## config.mk

```make
export PLATFORM = sky130hd
export DESIGN_NAME = audio_i2s_rx
export DESIGN_NICKNAME = d
export VERILOG_FILES = /design/src/rtl/audio_i2s_pkg.sv /design/src/rtl/audio_i2s_sync.sv /design/src/rtl/audio_i2s_rx.sv
export SDC_FILE = /design/constraint.sdc
export NUM_CORES = 1
export LEC_CHECK = 0
export ABC_AREA = 1
export BUFFER_PORTS_ARGS = -buffer_cell sky130_fd_sc_hd__buf_2
export CORE_MARGIN = 2
export CORE_UTILIZATION = 50
export DETAILED_ROUTE_END_ITERATION = 10
export PLACE_DENSITY = 0.79
export SYNTH_ARGS = -nofsm -noshare
export SYNTH_HDL_FRONTEND = slang
export SYNTH_SLANG_ARGS = --single-unit
export TNS_END_PERCENT = 5
```

## constraint.sdc

```tcl
create_clock -name I_clock -period 5.4 [get_ports I_clock]
set_input_delay 0.27 -clock I_clock [delete_from_list [all_inputs] [get_ports I_clock]]
set_output_delay 0.27 -clock I_clock [all_outputs]
set_load 0.01 [all_outputs]
```

## src/rtl/audio_i2s_pkg.sv

```systemverilog
// Shared I2S framing definitions (channel encoding, FSM states, default sizes)
// used by both the I2S receiver and transmitter.
package audio_i2s_pkg;

    localparam int unsigned I2S_WIDTH    = 16;
    localparam int unsigned I2S_SLOT_MAX = 32;

    localparam logic I2S_CH_LEFT  = 1'b0;
    localparam logic I2S_CH_RIGHT = 1'b1;

    typedef enum logic [1:0] {
        HUNT  = 2'd0,
        LEFT  = 2'd1,
        RIGHT = 2'd2
    } i2s_state_t;

    // Bits needed for a counter that saturates at slot_max.
    function automatic int unsigned i2s_cnt_width(input int unsigned slot_max);
        return $clog2(slot_max + 1);
    endfunction

endpackage

```

## src/rtl/audio_i2s_sync.sv

```systemverilog
// N-flop synchronizer for an asynchronous level, with an optional
// rising-edge strobe derived from one extra flop on the synchronized value.
module audio_i2s_sync #(
    parameter int unsigned STAGES  = 2,
    parameter bit          RISE_EN = 1'b0
) (
    input  logic clk,
    input  logic rst,
    input  logic d,
    output logic q,
    output logic rise
);

    logic [STAGES-1:0] chain;

    always_ff @(posedge clk or posedge rst) begin
        if (rst) begin
            chain <= '0;
        end else begin
            chain <= {chain[STAGES-2:0], d};
        end
    end

    assign q = chain[STAGES-1];

    generate
        if (RISE_EN) begin : g_rise
            logic last;

            always_ff @(posedge clk or posedge rst) begin
                if (rst) begin
                    last <= 1'b0;
                end else begin
                    last <= chain[STAGES-1];
                end
            end

            assign rise = chain[STAGES-1] & ~last;
        end else begin : g_no_rise
            assign rise = 1'b0;
        end
    endgenerate

endmodule

```

## src/rtl/audio_i2s_rx.sv

```systemverilog
// I2S slave receiver: oversamples bit clock, word clock and data, and emits
// left/right PCM pairs with a one-cycle valid strobe.
module audio_i2s_rx
    import audio_i2s_pkg::*;
#(
    parameter int unsigned WIDTH    = I2S_WIDTH,
    parameter int unsigned SLOT_MAX = I2S_SLOT_MAX
) (
    input  logic             I_clock,
    input  logic             I_reset,
    input  logic             I_sclk,
    input  logic             I_wclk,
    input  logic             I_data,
    output logic [WIDTH-1:0] O_left,
    output logic [WIDTH-1:0] O_right,
    output logic             O_valid,
    output logic             O_short
);

    localparam int unsigned      CNT_W   = i2s_cnt_width(SLOT_MAX);
    localparam logic [WIDTH-1:0] MSB_ONE = {1'b1, {(WIDTH-1){1'b0}}};

    logic sclk_rise;
    logic wclk_s;
    logic data_s;
    logic sclk_level_unused;
    logic wclk_rise_unused;
    logic data_rise_unused;

    audio_i2s_sync #(.STAGES(2), .RISE_EN(1'b1)) u_sync_sclk (
        .clk  (I_clock),
        .rst  (I_reset),
        .d    (I_sclk),
        .q    (sclk_level_unused),
        .rise (sclk_rise)
    );

    audio_i2s_sync #(.STAGES(2), .RISE_EN(1'b0)) u_sync_wclk (
        .clk  (I_clock),
        .rst  (I_reset),
        .d    (I_wclk),
        .q    (wclk_s),
        .rise (wclk_rise_unused)
    );

    audio_i2s_sync #(.STAGES(2), .RISE_EN(1'b0)) u_sync_data (
        .clk  (I_clock),
        .rst  (I_reset),
        .d    (I_data),
        .q    (data_s),
        .rise (data_rise_unused)
    );

    i2s_state_t       state_q, state_d;
    logic             wclk_prev_q, wclk_prev_d;
    logic [CNT_W-1:0] bitcnt_q, bitcnt_d;
    logic [WIDTH-1:0] shift_q, shift_d;
    logic [WIDTH-1:0] left_hold_q, left_hold_d;
    logic [WIDTH-1:0] left_d, right_d;
    logic             valid_d, short_d;

    logic [WIDTH-1:0] shift_cap;
    logic [CNT_W-1:0] cnt_inc;
    logic             slot_short;

    always_ff @(posedge I_clock or posedge I_reset) begin
        if (I_reset) begin
            state_q     <= HUNT;
            wclk_prev_q <= 1'b0;
            bitcnt_q    <= '0;
            shift_q     <= '0;
            left_hold_q <= '0;
            O_left      <= '0;
            O_right     <= '0;
            O_valid     <= 1'b0;
            O_short     <= 1'b0;
        end else begin
            state_q     <= state_d;
            wclk_prev_q <= wclk_prev_d;
            bitcnt_q    <= bitcnt_d;
            shift_q     <= shift_d;
            left_hold_q <= left_hold_d;
            O_left      <= left_d;
            O_right     <= right_d;
            O_valid     <= valid_d;
            O_short     <= short_d;
        end
    end

    // Bits land left-justified at their final position, so a short slot
    // commits with its missing LSBs already zero.
    always_comb begin
        state_d     = state_q;
        wclk_prev_d = wclk_prev_q;
        bitcnt_d    = bitcnt_q;
        shift_d     = shift_q;
        left_hold_d = left_hold_q;
        left_d      = O_left;
        right_d     = O_right;
        valid_d     = 1'b0;
        short_d     = 1'b0;
        shift_cap   = shift_q;
        cnt_inc     = bitcnt_q;

        if ((bitcnt_q < CNT_W'(WIDTH)) && data_s) begin
            shift_cap = shift_q | (MSB_ONE >> bitcnt_q);
        end
        if (bitcnt_q != CNT_W'(SLOT_MAX)) begin
            cnt_inc = bitcnt_q + CNT_W'(1);
        end
        slot_short = (cnt_inc < CNT_W'(WIDTH));

        if (sclk_rise) begin
            wclk_prev_d = wclk_s;
            if (wclk_s != wclk_prev_q) begin
                // Boundary: this rise carries the old slot's last bit.
                shift_d  = '0;
                bitcnt_d = '0;
                case (state_q)
                    HUNT: begin
                        if (wclk_s == I2S_CH_LEFT) begin
                            state_d = LEFT;
                        end
                    end
                    LEFT: begin
                        left_hold_d = shift_cap;
                        short_d     = slot_short;
                        state_d     = RIGHT;
                    end
                    RIGHT: begin
                        left_d  = left_hold_q;
                        right_d = shift_cap;
                        valid_d = 1'b1;
                        short_d = slot_short;
                        state_d = LEFT;
                    end
                    default: begin
                        state_d = HUNT;
                    end
                endcase
            end else begin
                shift_d  = shift_cap;
                bitcnt_d = cnt_inc;
            end
        end
    end

endmodule

```

==> reports/results.ini, run 1 <==
[outcome]
status=completed

[critical_path]
path_class=reg2reg
end_kind=flip-flop
required_ns=5.65
worstPathArrival_ns=2.63
r2r_end=O_right[12]
rrSetupSlack_ns=3.02
r2r_start=u_sync_sclk.chain[1]
endpoint=O_right[12]
r2r_cells=7
critPathMaxFanout=34
setup.worst_path.start_class=flip-flop
worstSetupStartpoint=u_sync_sclk.chain[1]

[clocking]
clockBufferDepth=2
clock_sinks=82
ctsHtreeMaxLevel=3
tritoncts=built
clockRootBuffer=clkbuf_8
clk_pin_slew_ns=0.08
numCtsBuffers=9
clock_latency_ns=0.36
post_cts_buffers=0

[sta]
relSlewSlack_pct=31.7
fin_hold_ws_ns=0.0172
finalSetupViolations=0
finalWorstSetupSlack_ns=3.02
fmax_ghz=0.420
fin_tns_setup_ns=0
drv_slew=0
fin_crit_sh_pct=44.1
hold_violations=0
tightest_slew_ns=1.02
finalClockSkew_ns=0.0149
grt_setup_unrepaired=no
final.min_clock_period_ns=2.38

[layout]
antenna_cells=0
drive_above_1_share_pct=14.8
synthToLayoutAreaGrowth_pct=12.3
finalNonFillerCells=548
fin_nets=457

[placement]
io_buffer_count=38
hpwl_um=4520
dp.cells=530
pre_cts_ws_ns=3.03
place_congestion=0.831

[synth]
netlist_instances=408
synth-seq-cells=82
synthTopCellsByArea=dfrtp_1, nand2_1, inv_1, o21ai_0, buf_6
synth_nets=418
synth_top_cell_area_share_pct=58.1
yosys.cell_types.count=22
synth_top_area_cell=dfrtp_1
synth.yosys.warnings=0
syn_area_um2=3530
synth_seq_area_share_pct=58.1
avgSynthCellArea_um2=8.65

[global_route]
grt_pass1_wl_um=11800
antenna_found_initial=0
grt_max_degree=83
grt_use_total_pct=20.1
grt_pass1_vias=2539
overflow=0

[power_and_ir_drop]
ir_drop_mv=0.191
powerDensity_nw_per_um2=329
p_leak_nw=2.26

[hold_path]
hp-class=in2reg

[floorplan]
die_w_um=88.0
die_h_um=88.0
die_area_um2=7750
start_util_pct=51.7
core_area_um2=6830
rows=30
pin_count=39

[drt]
wl_met3_um=279
detail_route.wl_per_cell_um=12.5
drc_errors=0
drtPass1Iterations=5
via_count=2657
antenna_left=0
routed_via_density=4.85
detail_route.wirelength.met1_um=3210
dr_wl_met2_um=3190
drt_iter0_drc=156
top_layer=met4
drt-total-wl_um=6820

[flow_run]
cap_violations=0

==> timing repair <==
item                                   4_1_cts  5_1_grt
setup endpoints to repair                    0        0
hold buffers                                 1        1
resized for setup                            0        0
endpoints found under the hold margin        1        1
==> registers in the layout, summed over array words and instances (netlist names) <==
register and flops:
O_left 16, O_right 16, O_short 1, O_valid 1
bitcnt_q 6, left_hold_q 16, shift_q 16, state_q 2
u_sync_data.chain 2, u_sync_sclk.chain 2, u_sync_sclk.g_rise.last 1, u_sync_wclk.chain 2
wclk_prev_q 1
==> layout make-up <==
class	instances	area [um2]
timing repair buffer	41	218
fill	623	2870
clock buffer	9	124
clock inverter	7	77.6
sequential	82	2050
tap	96	120
multi-input combinational	279	1240
inverter	34	134
==> layer usage <==
| layer | track usage, % | vias to the layer above |
|---|---|---|
| met5 | 0 | - |
| met4 | 9.23 | 0 |
| met3 | 4.62 | 13 |
| met2 | 31.2 | 57 |
| met1 | 26.9 | 1260 |
| li1 | - | 1327 |
==> synthesized netlist by cell type <==
| cell | count |
|---|---|
| nand2_4 | 1 |
| inv_1 | 30 |
| nand4_1 | 2 |
| o21bai_1 | 8 |
| nor2_1 | 20 |
| inv_4 | 2 |
| nor2_4 | 2 |
| a21oi_1 | 10 |
| buf_6 | 7 |
| clkbuf_2 | 1 |
| nand2_2 | 2 |
| ha_1 | 5 |
| nor2b_1 | 4 |
| clkbuf_1 | 1 |
| inv_2 | 2 |
| nand2_1 | 191 |
| nor2_8 | 1 |
| dfrtp_1 | 82 |
| o21ai_0 | 22 |
| buf_2 | 4 |
| nand3_1 | 10 |
| nand3_2 | 1 |
==> worst min path at each step <==
stage,cells after the start,to,from,slack (ns)
2_1_floorplan,0,u_sync_data.chain[0],I_data,0.30
3_3_place_gp,0,u_sync_wclk.chain[1],u_sync_wclk.chain[0],0.33
3_5_place_dp,0,u_sync_data.chain[1],u_sync_data.chain[0],0.34
4_1_cts,1,u_sync_data.chain[0],I_data,0.004
5_1_grt,1,u_sync_sclk.chain[0],I_sclk,0.002
6_report,1,u_sync_sclk.chain[0],I_sclk,0.02
==> metrics by stage <==
stage          utilization, %  power [mW]  cell area [um2]
5_1_grt                  58.0        1.38             3960
4_1_cts                  57.9        1.32             3950
3_5_place_dp             54.8       0.863             3740
2_1_floorplan               -       0.818             3530
6_report                 58.0        1.31             3960
3_3_place_gp             54.8       0.852             3740
==> power breakdown <==
part	leakage, nW	switching, mW	total, mW	internal (mW)
registers	1.12	0.0278	0.681	0.653
logic	1.04	0.115	0.170	0.0547
clock network	0.100	0.237	0.455	0.218
total	2.26	0.381	1.31	0.925
==> cell families after synthesis <==
logic type	synth area share [%]
AND/OR/NAND/NOR	27.1
adder cells (fa/ha/maj)	1.77
buffers and inverters	6.80
flip-flops	58.1
AO/OA/AOI/OAI	6.24
==> cells in the final DEF (no fill, tap or decap), types with 4 or more instances in the layout <==
cell type	n
nor2_1	20
nor2b_1	4
dfrtp_1	82
ha_1	5
o21ai_0	22
buf_2	38
clkbuf_8	9
nand2_1	191
inv_1	29
a21oi_1	10
o21bai_1	8
nand3_1	10
==> worst max-delay path, cell delays in order, from the launching register on <==
cell,delay (ns)
dfrtp_1,0.36
inv_1,0.07
nor2_4,0.38
nand3_2,0.51
nor2_8,0.55
inv_4,0.23
nand2_1,0.11
nand2_1,0.06
Note: power is estimated with default switching activity, not from simulation.
==> run 2: changes to the inputs <==
ABC_AREA = 0   (was 1)
clock period = 2.23 ns   (was 5.4 ns; I/O delays follow)
==> run 2 against run 1 <==
Effect of this change:
- worst hold slack improved by 0.34 ns
- highest routed layer unchanged
- count of clock-buffer cells in the layout unchanged
- final cell count is 20% lower
- utilization rose by 1.0 points
- sequential power grew to 3.3 times the previous value
- final area is 1.2% higher
- first-iteration DRC count rose by 81%
- flip-flop and latch count stayed put
- synthesized cell count down 26%
- clock power is 150% higher
- synthesized area fell by 0.57%
- clock skew decreased by 0.00064 ns
==> reports/results.ini, run 2 <==
[critical_path]
required_ns=2.47  ; -3.18 ns
critPathMaxStageDelay_ns=0.41  ; -0.14 ns
crit_chain=inv_1 -> ha_1 -> nand3_2 -> inv_2 -> mux2_2
critPathMaxFanout=21  ; -38%
worstPathArrival_ns=2.01  ; -0.62 ns
slowest_stage=dfrtp_1
path_class=reg2reg
end_kind=flip-flop
setup.worst_path.start_class=flip-flop

[power_and_ir_drop]
pwr-share-clk_pct=23.0  ; -12 points
p_leak_nw=1.87  ; -17%
p_sw_mw=1.73  ; +350%
seqPwrFrac_pct=46.7  ; -5.4 points
p_comb_share_pct=30.3  ; +17 points
ir_drop_mv=0.413  ; +120%
p_total_mw=4.89  ; +270%
internal-power_mw=3.16  ; +240%
powerDensity_nw_per_um2=1220  ; +270%
switching_share_pct=35.3  ; +6.2 points

[clocking]
clockRootBuffer=clkbuf_8
tritoncts=built
clk_pin_slew_ns=0.08  ; about the same
numCtsBuffers=9  ; unchanged
clock_sinks=82  ; unchanged
post_cts_buffers=0  ; unchanged
clock_latency_ns=0.36  ; about the same
ctsHtreeMaxLevel=3  ; unchanged
clockBufferDepth=2  ; unchanged

[synth]
syn_area_um2=3510  ; -0.57%
synthAdderAreaFrac_pct=1.78  ; +0.010 points
synth.yosys.warnings=0  ; unchanged
synth-seq-cells=82  ; unchanged
avgSynthCellArea_um2=11.6  ; +34%
synth_seq_area_share_pct=58.4  ; +0.33 points
synth_top_area_cell=dfrtp_1
synthTopCellsByCount=dfrtp_1, a31oi_1, a21oi_1, mux2_2, nor2_1
synth_nets=313  ; -25%
synth_compound_area_share_pct=18.6  ; +12 points
synth-edff-count=0  ; unchanged
synth-main-ff-cell=dfrtp_1
async_reset_ff_share_pct=100  ; unchanged
yosysMostFrequentCell=dfrtp_1
synth_top_family_by_area=compound AO/OA/AOI/OAI gates
yosys.cell_types.count=45  ; +100%
netlist_instances=303  ; -26%
synth_top_cell_area_share_pct=58.4  ; +0.33 points
synth-simple-area-share_pct=8.84  ; -18 points
synthTopCellsByArea=dfrtp_1, a31oi_1, a21oi_1, mux2_2, nor2_1
synth_xor_area_share_pct=0.962  ; +0.96 points
muxShareOfSynthArea_pct=6.02  ; +6.0 points

[drt]
routed_via_density=5.84  ; +20%
detail_route.wirelength.met1_um=3280  ; +2.1%
wl_met3_um=388  ; +39%
drt_iter0_drc=283  ; +81%
via_count=2564  ; -3.5%
antenna_left=0  ; unchanged
detail_route.wl_per_cell_um=16.8  ; +35%
drc_errors=0  ; unchanged
dr_wl_met2_um=3560  ; +12%
drtPass1Iterations=4  ; -1
drt-total-wl_um=7360  ; +7.9%
top_layer=met4

[layout]
drive_above_1_share_pct=27.7  ; +13 points
synthToLayoutAreaGrowth_pct=14.3
utilization_pct=59.0  ; +1.0 points
stdcell_area_um2=4010  ; +1.2%
final_common_cell=dfrtp_1
final_cell_mix=dfrtp_1, a31oi_1, a21oi_1, buf_2
fin_nets=348  ; -24%
antenna_cells=0  ; unchanged
finalNonFillerCells=439  ; -20%

[sta]
relSlewSlack_pct=49.7  ; +18 points
final.min_clock_period_ns=1.76  ; -0.617 ns
fin_tns_setup_ns=0  ; unchanged
grt_setup_unrepaired=no
finalClockSkew_ns=0.0143  ; -0.000637 ns
finalWorstSetupSlack_ns=0.466  ; -2.55 ns
fin_hold_ws_ns=0.353  ; +0.336 ns
fmax_ghz=0.567  ; +35%
fin_crit_sh_pct=79.1  ; +35 points
tightest_slew_ns=0.754  ; -0.270 ns
finalSetupViolations=0  ; unchanged
hold_violations=0  ; unchanged
drv_slew=0  ; unchanged

[placement]
place_congestion=0.806  ; -3.0%
dp.cells=419  ; -21%
place_area_um2=3760  ; +0.53%
hpwl_um=4740  ; +4.7%
io_buffer_count=38  ; unchanged
pre_cts_ws_ns=0.498  ; -2.53 ns

[global_route]
overflow=0  ; unchanged
grt_pass1_wl_um=12000  ; +1.3%
grt_pass1_vias=2416  ; -4.8%
grt_max_degree=56  ; -33%
grt_use_total_pct=20.4  ; +0.33 points
antenna_found_initial=0  ; unchanged

[floorplan]
core_area_um2=6790  ; -0.55%
die_w_um=87.8  ; -0.27%
rows=30  ; unchanged
die_area_um2=7710  ; -0.54%
die_h_um=87.8  ; -0.27%
start_util_pct=51.7  ; about the same
pin_count=39  ; unchanged

[flow_run]
cap_violations=0  ; unchanged

[hold_path]
hp-class=reg2reg

[outcome]
status=completed

-- run 2: final timing paths --
check	startpoint	end	slack, ns	depth (start not counted)
worst min-delay path	u_sync_data.chain[0]	u_sync_data.chain[1]	0.35	0
worst max-delay path	state_q[0]	O_left[14]	0.47	5
worst min register to register	u_sync_data.chain[0]	u_sync_data.chain[1]	0.35	0
min in group asynchronous	I_reset	O_left[1]	0.41	3
max in group asynchronous	I_reset	O_right[9]	1.20	4
worst max register to register	state_q[0]	O_left[14]	0.47	5
-- run 2: kinds of logic after synthesis --
kind of cell	count (synthesis)
fa+ha+maj	5
compound gates	109
xor+xnor	3
buf+inv	36
simple gates	49
mux	19
flops	82
-- run 2: power by group through the flow --
stage                     Combinational [mW]  Sequential (mW)  Clock, mW
after floorplan                        0.857             2.36          0
after global placement                  1.40             2.29          0
after detailed placement                1.47             2.31          0
after CTS                               1.49             2.28       1.14
after global routing                    1.65             2.33       1.21
final                                   1.48             2.28       1.13
-- run 2: repair_timing --
item | in CTS | in global routing
endpoints found under the hold margin | 46 | 0
resized for setup | 0 | 0
hold buffers | 4 | 0
-- run 2: critical path: cells and delay by family, from the launching register on --
family / cells / cell delay (ns)
buffers and inverters: 2 / 0.48
multiplexers: 1 / 0.39
AND/OR/NAND/NOR: 1 / 0.18
adder cells (fa/ha/maj): 1 / 0.19
flip-flops: 1 / 0.41
-- run 2: final cells by class --
| cell class | instances | area (um2) |
|---|---|---|
| multi-input cells | 185 | 1280 |
| inverters | 7 | 27.5 |
| clock buffers | 9 | 124 |
| repair buffers | 53 | 325 |
| well taps | 96 | 120 |
| fillers | 555 | 2780 |
| flip-flops and latches | 82 | 2050 |
| clock inverters | 7 | 85.1 |
-- run 2: metal layers --
layer  GRT usage (%)  vias to the layer above
met1            27.8                     1284
met4            8.67                        0
li1                -                     1192
met5               0                        -
met2            31.7                       79
met3            4.52                        9
==> run 3: changes to the inputs <==
PLACE_DENSITY = 0.81   (was 0.79)
clock period = 1.5 ns   (was 2.23 ns; I/O delays follow)
==> run 3 against run 2 <==
Effect of this change:
- final area is 10% higher
- global-route usage is 1.6 points higher
- combinational power up 72%
- critical path depth increased by 1
- worst hold slack worse by 0.032 ns
- sequential power up 50%
- first-iteration DRC count down 8.1%
- worst setup slack worse by 0.45 ns
- clock skew down 0.0023 ns
- largest power group unchanged
==> reports/results.ini, run 3 (same netlist as run 2, synthesis figures left out) <==
[layout]
final_common_cell=dfrtp_1
final_cell_mix=dfrtp_1, a31oi_1, a21oi_1, buf_2, buf_4
drive_above_1_share_pct=35.1  ; +7.4 points
antenna_cells=0  ; unchanged
fill_cells=493  ; -11%
fin_nets=378  ; +8.6%
seqCellArea_um2=2060  ; +0.18%
synthToLayoutAreaGrowth_pct=25.7
stdcell_area_um2=4410  ; +10%
multi_input_area_um2=1320  ; +3.5%

[sta]
fin_hold_ws_ns=0.321  ; -0.0316 ns
relSlewSlack_pct=61.0  ; +11 points
finalSetupViolations=0  ; unchanged
tightest_slew_ns=0.584  ; -0.170 ns
final.min_clock_period_ns=1.48  ; -0.285 ns
grt_setup_unrepaired=yes
fin_crit_sh_pct=98.6  ; +20 points
finalClockSkew_ns=0.0120  ; -0.00231 ns
fmax_ghz=0.676  ; +19%
drv_slew=0  ; unchanged
hold_violations=0  ; unchanged

[power_and_ir_drop]
ir_drop_mv=0.599  ; +45%
p_leak_nw=2.06  ; +10%
powerDensity_nw_per_um2=1730  ; +42%

[drt]
drc_errors=0  ; unchanged
routed_via_density=5.86  ; +0.32%
dr_wl_met2_um=4310  ; +21%
top_layer=met4
drt-total-wl_um=8520  ; +16%
via_count=2748  ; +7.2%
drt_iter0_drc=260  ; -8.1%
detail_route.wl_per_cell_um=18.2  ; +8.3%
antenna_left=0  ; unchanged
detail_route.wirelength.met1_um=3640  ; +11%
wl_met3_um=383  ; -1.3%
drtPass1Iterations=5  ; +1

[global_route]
grt_pass1_wl_um=12900  ; +7.9%
grt_pass1_vias=2616  ; +8.3%
overflow=0  ; unchanged
antenna_found_initial=0  ; unchanged
grt_max_degree=56  ; unchanged
grt_use_total_pct=22.0  ; +1.6 points

[critical_path]
critPathMaxStageDelay_ns=0.39  ; -0.02 ns
slowest_stage=dfrtp_1
setup.worst_path.start_class=flip-flop
worstPathArrival_ns=1.72  ; -0.29 ns
crit_chain=inv_1 -> ha_1 -> nand3_2 -> inv_4 -> buf_12 -> mux2_2
required_ns=1.74  ; -0.73 ns
critPathBufInv=3  ; +1
critPathMaxFanout=10  ; -52%
end_kind=flip-flop
path_class=reg2reg
crit_family=flip-flops

[clocking]
clk_pin_slew_ns=0.10  ; +0.02 ns
tritoncts=built
clock_latency_ns=0.36  ; about the same
clock_sinks=82  ; unchanged
numCtsBuffers=9  ; unchanged
clockBufferDepth=2  ; unchanged
ctsHtreeMaxLevel=3  ; unchanged
clockRootBuffer=clkbuf_8

[floorplan]
pin_count=39  ; unchanged
die_area_um2=7710  ; unchanged
die_h_um=87.8  ; unchanged
die_w_um=87.8  ; unchanged
start_util_pct=51.7  ; unchanged
core_area_um2=6790  ; unchanged
rows=30  ; unchanged

[placement]
place_congestion=0.829  ; +2.8%
io_buffer_count=38  ; unchanged
hpwl_um=5280  ; +11%
place_area_um2=4030  ; +7.1%

[hold_path]
hp-class=in2async

[flow_run]
cap_violations=0  ; unchanged

[outcome]
status=completed

run 3: worst paths after layout:
path,end,slack (ns),cells after the start,start
worst max-delay path,O_left[14],0.02,6,state_q[0]
worst min-delay path,O_left[1],0.32,3,I_reset
worst max register to register,O_left[14],0.02,6,state_q[0]
worst min register to register,u_sync_wclk.chain[1],0.36,0,u_sync_wclk.chain[0]
max in group asynchronous,bitcnt_q[1],0.60,4,I_reset
min in group I_clock,u_sync_wclk.chain[1],0.36,0,u_sync_wclk.chain[0]
run 3: metrics by stage:
stage	TNS (ns)	cells	util [%]	total power [mW]	worst slack (ns)
after floorplan	-2.30	303	-	4.79	-0.167
after global placement	0	444	59.3	5.69	0.0145
after detailed placement	-0.0956	444	59.3	5.83	-0.0339
after CTS	0	464	63.3	7.54	0.00756
after global routing	-0.164	469	65.0	8.09	-0.0240
final	0	469	65.0	7.65	0.0209
run 3: worst reg2reg max path, delay by kind of cell (launching register included):
family / cells / cell delay, ns
DFF: 1 / 0.39
and+or+nand+nor: 1 / 0.11
muxes: 1 / 0.33
adders and majority gates: 1 / 0.18
buffers and inverters: 3 / 0.36
run 3: power breakdown:
group | internal [mW] | switching (mW) | total, mW
clock | 0.833 | 0.857 | 1.69
combinational | 1.18 | 1.37 | 2.55
sequential | 2.94 | 0.463 | 3.41
total | 4.96 | 2.69 | 7.65
run 3: what timing repair did:
action                                  4_1_cts  5_1_grt
endpoints found under the hold margin        25        0
buffers inserted                              0        3
hold buffers                                  4        0
resized for setup                             7        8
pin swaps                                     1        5
cloned                                        0        2
endpoints found under the setup margin       18       41
run 3: per-layer routing:
layer	track usage [%]	vias to the layer above
met5	0	-
met4	7.83	0
met3	4.52	17
met2	36.2	99
met1	29.0	1387
li1	-	1245
run 3: final cells by class:
type                            count  area share, %
Clock inverter                      6           1.64
Timing Repair Buffer               83           15.2
Multi-Input combinational cell    185           30.0
Tap cell                           96           2.72
Inverter                            7          0.737
Sequential cell                    82           46.6
Clock buffer                       10           3.12
